## src/rtl/tero_select_seq_pkg.sv

```systemverilog
// Shared types and the challenge-to-key fold for the TERO selection sequencer.
package tero_seq_pkg;

  typedef enum logic [1:0] {
    MODE_LINEAR = 2'd0,
    MODE_XOR    = 2'd1,
    MODE_STRIDE = 2'd2,
    MODE_RSVD   = 2'd3
  } mode_e;

  typedef enum logic [1:0] {
    S_IDLE  = 2'd0,
    S_ISSUE = 2'd1,
    S_DONE  = 2'd2
  } state_e;

  // Fold a challenge into an idx_w-bit key: bit b lands on bit (b mod idx_w),
  // which is the XOR of idx_w-wide chunks with the last chunk zero-padded.
  // Narrow challenges simply come out zero-extended.
  function automatic logic [31:0] fold_key(input logic [31:0] challenge,
                                           input int chal_bits,
                                           input int idx_w);
    logic [31:0] k;
    k = '0;
    for (int b = 0; b < 32; b++) begin
      if (b < chal_bits) k[5'(b % idx_w)] = k[5'(b % idx_w)] ^ challenge[b];
    end
    return k;
  endfunction

endpackage

```

## src/rtl/tero_select_seq_if.sv

```systemverilog
// Index hand-off from the sequencer to the frequency counter.
interface tero_select_seq_if #(
  parameter int IDX_W  = 5,
  parameter int PASS_W = 3
);
  logic [IDX_W-1:0]  sel_idx;
  logic              sel_valid;
  logic              sel_ready;
  logic [PASS_W-1:0] pass_idx;

  modport master (output sel_idx, output sel_valid, output pass_idx, input sel_ready);
  modport slave  (input sel_idx, input sel_valid, input pass_idx, output sel_ready);
endinterface

```

## src/rtl/tero_select_seq_idx_gen.sv

```systemverilog
// Per-sweep index generator: step counter, stride accumulator and latched key.
// idx depends only on registers, so it stays stable while the consumer stalls.
module tero_idx_gen
  import tero_seq_pkg::*;
#(
  parameter int NUM_LOOPS = 32,
  parameter int IDX_W     = $clog2(NUM_LOOPS)
) (
  input  logic             clk,
  input  logic             reset,
  input  logic             load,
  input  logic             step,
  input  mode_e            mode,
  input  logic [IDX_W-1:0] key_in,
  output logic [IDX_W-1:0] idx,
  output logic             last
);

  logic [IDX_W-1:0] i_q;
  logic [IDX_W-1:0] acc_q;
  logic [IDX_W-1:0] key_q;
  logic [IDX_W-1:0] stride;

  // Odd stride is coprime with a power-of-two ring count, so every sweep is a permutation.
  generate
    if (IDX_W > 1) begin : g_stride
      assign stride = {key_q[IDX_W-1:1], 1'b1};
    end else begin : g_stride1
      assign stride = 1'b1;
    end
  endgenerate

  assign last = (i_q == IDX_W'(NUM_LOOPS - 1));

  // Step counter and accumulator; the accumulator reloads the key at each sweep boundary.
  always_ff @(posedge clk) begin
    if (reset) begin
      i_q   <= '0;
      acc_q <= '0;
      key_q <= '0;
    end else if (load) begin
      i_q   <= '0;
      acc_q <= key_in;
      key_q <= key_in;
    end else if (step) begin
      if (last) begin
        i_q   <= '0;
        acc_q <= key_q;
      end else begin
        i_q   <= i_q + 1'b1;
        acc_q <= acc_q + stride;
      end
    end
  end

  // Index selection for the latched visiting order.
  always_comb begin
    case (mode)
      MODE_XOR:    idx = i_q ^ key_q;
      MODE_STRIDE: idx = acc_q;
      default:     idx = i_q;
    endcase
  end

endmodule

```

## src/rtl/tero_select_seq.sv

```systemverilog
// Challenge-driven TERO selection sequencer: latches the run setup on start,
// walks the ring array in the selected order for n passes, and offers each
// index to the frequency counter over a valid/ready handshake.
module tero_select_seq
  import tero_seq_pkg::*;
#(
  parameter int NUM_LOOPS      = 32,
  parameter int CHALLENGE_BITS = 4,
  parameter int MAX_PASSES     = 4,
  localparam int IDX_W         = $clog2(NUM_LOOPS),
  localparam int PASS_W        = $clog2(MAX_PASSES) + 1
) (
  input  logic                      clk,
  input  logic                      reset,
  input  logic                      start,
  input  logic [1:0]                mode,
  input  logic [CHALLENGE_BITS-1:0] challenge_in,
  input  logic [PASS_W-1:0]         n_passes,
  tero_select_seq_if.master         sel,
  output logic                      busy,
  output logic                      done,
  output logic                      err_mode
);

  state_e            state_q;
  mode_e             mode_q;
  logic [PASS_W-1:0] passes_q;
  logic [PASS_W-1:0] pass_q;
  logic              valid_q;
  logic [PASS_W-1:0] passes_eff;
  logic [IDX_W-1:0]  key_in;
  logic              accept;
  logic              xfer;
  logic              last;

  assign accept = (state_q == S_IDLE) && start && (mode_e'(mode) != MODE_RSVD);
  assign xfer   = valid_q && sel.sel_ready;
  assign key_in = IDX_W'(fold_key(32'(challenge_in), CHALLENGE_BITS, IDX_W));

  // Clamp the requested pass count into 1..MAX_PASSES.
  always_comb begin
    passes_eff = n_passes;
    if (n_passes == '0)                          passes_eff = PASS_W'(1);
    else if (n_passes > PASS_W'(MAX_PASSES))     passes_eff = PASS_W'(MAX_PASSES);
  end

  tero_idx_gen #(
    .NUM_LOOPS (NUM_LOOPS),
    .IDX_W     (IDX_W)
  ) u_idx_gen (
    .clk    (clk),
    .reset  (reset),
    .load   (accept),
    .step   (xfer),
    .mode   (mode_q),
    .key_in (key_in),
    .idx    (sel.sel_idx),
    .last   (last)
  );

  assign sel.sel_valid = valid_q;
  assign sel.pass_idx  = pass_q;

  // Run FSM with registered handshake/status outputs.
  always_ff @(posedge clk) begin
    if (reset) begin
      state_q  <= S_IDLE;
      mode_q   <= MODE_LINEAR;
      passes_q <= '0;
      pass_q   <= '0;
      valid_q  <= 1'b0;
      busy     <= 1'b0;
      done     <= 1'b0;
      err_mode <= 1'b0;
    end else begin
      done     <= 1'b0;
      err_mode <= 1'b0;
      case (state_q)
        S_IDLE: begin
          if (start) begin
            if (mode_e'(mode) == MODE_RSVD) begin
              err_mode <= 1'b1;
            end else begin
              mode_q   <= mode_e'(mode);
              passes_q <= passes_eff;
              pass_q   <= '0;
              valid_q  <= 1'b1;
              busy     <= 1'b1;
              state_q  <= S_ISSUE;
            end
          end
        end
        S_ISSUE: begin
          if (xfer && last) begin
            if (pass_q == passes_q - 1'b1) begin
              valid_q <= 1'b0;
              done    <= 1'b1;
              state_q <= S_DONE;
            end else begin
              pass_q <= pass_q + 1'b1;
            end
          end
        end
        S_DONE: begin
          busy    <= 1'b0;
          state_q <= S_IDLE;
        end
        default: begin
          valid_q <= 1'b0;
          busy    <= 1'b0;
          state_q <= S_IDLE;
        end
      endcase
    end
  end

endmodule
```

## src/flat_wrapper.sv

```systemverilog
// flat-port wrapper written by rule: the top's interface ports become plain ports
module tero_select_seq_flat import tero_seq_pkg::*;
#(
  parameter int NUM_LOOPS      = 32,
  parameter int CHALLENGE_BITS = 4,
  parameter int MAX_PASSES     = 4,
  localparam int IDX_W         = $clog2(NUM_LOOPS),
  localparam int PASS_W        = $clog2(MAX_PASSES) + 1
)
  (clk, reset, start, mode, challenge_in, n_passes, busy, done, err_mode, sel_sel_idx, sel_sel_valid, sel_pass_idx, sel_sel_ready);
  tero_select_seq_if sel_i ();
  input  logic clk;
  input  logic reset;
  input  logic start;
  input  logic [1:0] mode;
  input  logic [CHALLENGE_BITS-1:0] challenge_in;
  input  logic [PASS_W-1:0] n_passes;
  output logic busy;
  output logic done;
  output logic err_mode;
  output wire logic [$bits(sel_i.sel_idx)-1:0] sel_sel_idx;
  output wire logic [$bits(sel_i.sel_valid)-1:0] sel_sel_valid;
  output wire logic [$bits(sel_i.pass_idx)-1:0] sel_pass_idx;
  input wire logic [$bits(sel_i.sel_ready)-1:0] sel_sel_ready;
  assign sel_sel_idx = sel_i.sel_idx;
  assign sel_sel_valid = sel_i.sel_valid;
  assign sel_pass_idx = sel_i.pass_idx;
  assign sel_i.sel_ready = sel_sel_ready;
  tero_select_seq #(.NUM_LOOPS(NUM_LOOPS), .CHALLENGE_BITS(CHALLENGE_BITS), .MAX_PASSES(MAX_PASSES)) u_core (.clk(clk), .reset(reset), .start(start), .mode(mode), .challenge_in(challenge_in), .n_passes(n_passes), .sel(sel_i), .busy(busy), .done(done), .err_mode(err_mode));
endmodule
```

## config.mk

```make
export PLATFORM = sky130hd
export DESIGN_NAME = tero_select_seq_flat
export DESIGN_NICKNAME = d
export VERILOG_FILES = /design/src/rtl/tero_select_seq_pkg.sv /design/src/rtl/tero_select_seq_if.sv /design/src/rtl/tero_select_seq_idx_gen.sv /design/src/rtl/tero_select_seq.sv /design/src/flat_wrapper.sv
export SDC_FILE = /design/constraint.sdc
export NUM_CORES = 1
export LEC_CHECK = 0
export BUFFER_PORTS_ARGS = -buffer_cell sky130_fd_sc_hd__buf_2
export CAP_MARGIN = 40
export CELL_PAD_IN_SITES_DETAIL_PLACEMENT = 1
export CELL_PAD_IN_SITES_GLOBAL_PLACEMENT = 1
export CORE_ASPECT_RATIO = 0.6
export CORE_MARGIN = 8
export CORE_UTILIZATION = 45
export CTS_CLUSTER_SIZE = 20
export DETAILED_ROUTE_END_ITERATION = 8
export GPL_ROUTABILITY_DRIVEN = 0
export GPL_TIMING_DRIVEN = 0
export PLACE_DENSITY = 0.88
export SYNTH_ARGS = -nofsm -noshare
export SYNTH_HDL_FRONTEND = slang
export SYNTH_SLANG_ARGS = --single-unit
```

## constraint.sdc

```tcl
create_clock -name clk -period 4.13 [get_ports clk]
set_input_delay 0.6195 -clock clk [delete_from_list [all_inputs] [get_ports clk]]
set_output_delay 0.6195 -clock clk [all_outputs]
set_load 0.02 [all_outputs]
```

==> results.yml <==
sta:
  timing.hold.ws_ns: 0.474
  maxSlewHeadroom: 0.664
  finalCriticalPeriod_ns: 2.44
  slew_violations: 0
  max_freq_mhz: 409
  fin_worst_skew_ns: 0.00367
  fin_crit_sh: 0.591
  worstMarginPinSlew_ns: 0.503
  setup_viol: 0
  final_hold_viol_count: 0
  rsz0062_at_grt: "no"
  fin_setup_tns_ns: 0
layout:
  area_delta_synth_final_pct: 14.4
  diodes: 0
  final_common_cell: "nand2_1"
  fillerInstances: 424
  layout-drive-gt1-share: 0.193
  final_nets: 247
  layout_common_cells: "29 x nand2_1, 28 x dfxtp_1, 27 x buf_2"
global_route:
  grt_overflow: 0
  antenna_found_initial: 0
  grt_pass1_vias: 1495
  grt_max_degree: 16
  grt_usage: 0.154
  grt_first_pass_wirelength_mm: 7.45
hold_path:
  whs_path_depth: 2
  min_path_type: "flop to flop"
  holdPathEnd: "u_core.passes_q[1]"
  hp-start: "u_core.passes_q[1]"
routing:
  num_vias: 1517
  viasPerCell: 5.66
  antenna_left: 0
  drt-total-wl_mm: 4.42
  wl_per_cell_um: 16.5
  drt-pass1-iter-count: 4
  drc_errors: 0
  drt_iter0_markers: 39
critical_path:
  r2r_start: "u_core.u_idx_gen.i_q[1]"
  arrival_ns: 1.82
  r2r_end: "u_core.sel.pass_idx[2]"
  worstSetupEndpointType: "output port"
  crit_required_ns: 3.51
  path_class: "flop to output port"
  r2r_slack_ns: 2.06
  critPathMaxFanout: 9
  reg2reg_depth: 7
  crit_path_start_kind: "flop"
clock_tree:
  clk_path_buf_depth: 2
  cts_sinks: 28
  cts_resized: 0
  clk_latency_ns: 0.28
  clk_pin_slew_worst_paths_ns: 0.10
  h-tree-depth: 1
  hold_buffers: 0
  cts_buffers: 3
  cts_tree: "built"
  root_buffer: "clkbuf_8"
  postCtsSetupBuffers: 0
die:
  row_count: 16
  core_um2: 3340
  initial_core_util: 0.481
  dieArea_um2: 5800
  die_h_um: 62.3
  pin_count: 25
  die_w_um: 93.2
synthesis:
  synthCells: 195
  ys_seq_area_frac: 0.349
  synthesis.nets: 218
  synthDistinctLibCells: 49
  synth_edf_count: 0
  async_flop_share: 0
  synth_flop_cell: "dfxtp_1"
  synth-seq-cells: 28
  synth_area_um2: 1610
  yosys_warnings: 0
  syn_area_per_cell_um2: 8.25
power:
  p_leak_nw: 0.811
  finalPower_uw: 580
  peakVddDrop_v: 0.000180
  p_per_area_nw_per_um2: 315
placement:
  hpwlAfterDp_mm: 3.45
  io_buffer_count: 24
run:
  max_cap_viol_count: 0
status:
  status: "finished clean"
[worst max path at each step]
stage                     startpoint              to  slack [ns]  depth (start not counted)
finish              u_core.mode_q[1]  sel_sel_idx[1]        1.69                          8
detailed placement  u_core.mode_q[0]  sel_sel_idx[1]        2.02                          7
global placement    u_core.mode_q[0]  sel_sel_idx[1]        2.16                          6
global route        u_core.mode_q[0]  sel_sel_idx[2]        1.53                          7
CTS                 u_core.mode_q[0]  sel_sel_idx[1]        1.69                          7
floorplan           u_core.mode_q[1]  sel_sel_idx[1]        2.16                          7
[critical path: stages, from the launching register on]
cell      delay (ns)
dfxtp_1         0.34
inv_1           0.06
ha_1            0.13
clkbuf_1        0.34
nand2_1         0.11
nor2_1          0.10
a21oi_1         0.05
o21ai_0         0.21
buf_2           0.21
[per-stage QoR]
stage | instance area [um2] | setup WS, ns | utilization | std cells
after detailed placement | 1780 | 2.02 | 0.534 | 264
after global routing | 1840 | 1.53 | 0.550 | 268
after CTS | 1840 | 1.69 | 0.550 | 268
final | 1840 | 1.69 | 0.550 | 268
after global placement | 1780 | 2.16 | 0.534 | 264
after floorplan | 1610 | 2.16 | - | 195
[layout make-up]
cell class	instances	area, um2	area share
buffer	9	47.5	0.0259
clock buffer	4	55.1	0.0299
inverter	10	37.5	0.0204
multi-input combinational	148	962	0.523
sequential	28	561	0.305
tap	45	56.3	0.0306
timing repair buffer	24	120	0.0653
[cell families after synthesis]
family                     share of synthesized area
muxes                                         0.0280
adders and majority gates                     0.0825
AOI/OAI and AO/OA                              0.209
DFF                                            0.349
and+or+nand+nor                                0.248
buffers and inverters                         0.0529
xor gates and xnor gates                      0.0311
[per-layer routing]
| metal | wire length, um | vias up | GRT usage |
|---|---|---|---|
| li1 | - | 736 | - |
| met4 | 42 | 0 | 0.0319 |
| met5 | 0 | - | 0 |
| met1 | 2250 | 734 | 0.216 |
| met3 | 246 | 7 | 0.0444 |
| met2 | 1880 | 40 | 0.226 |
[cells in the mapped netlist (2+ instances only)]
master	n	area share
a211oi_1	2	0.0093
dfxtp_1	28	0.35
ha_1	9	0.070
xor2_1	2	0.011
nor2b_1	3	0.012
nor3_1	3	0.0093
buf_2	3	0.0093
nand3b_1	3	0.014
and3_1	3	0.012
mux2i_1	3	0.019
clkbuf_1	4	0.0093
a21o_1	3	0.014
nor3b_1	3	0.014
nand3_1	4	0.012
nand2b_1	2	0.0078
o211ai_1	2	0.0093
a21oi_1	26	0.081
inv_1	10	0.023
nand2_1	29	0.068
o21ai_0	10	0.031
nor2_1	15	0.035
[registers in the layout, indices dropped and copies added, names as in the netlist]
name	flops
u_core.done	1
u_core.passes_q	3
u_core.u_idx_gen.i_q	5
u_core.u_idx_gen.acc_q	5
u_core.err_mode	1
u_core.busy	1
u_core.state_q	2
u_core.u_idx_gen.key_q	4
u_core.sel.sel_valid	1
u_core.mode_q	2
u_core.sel.pass_idx	3
[power breakdown]
group          switching (mW)  internal [mW]
clock network          0.0860         0.0855
logic                  0.0674         0.0441
registers              0.0143          0.283
total                   0.168          0.412
(Power assumes the default switching activity.)
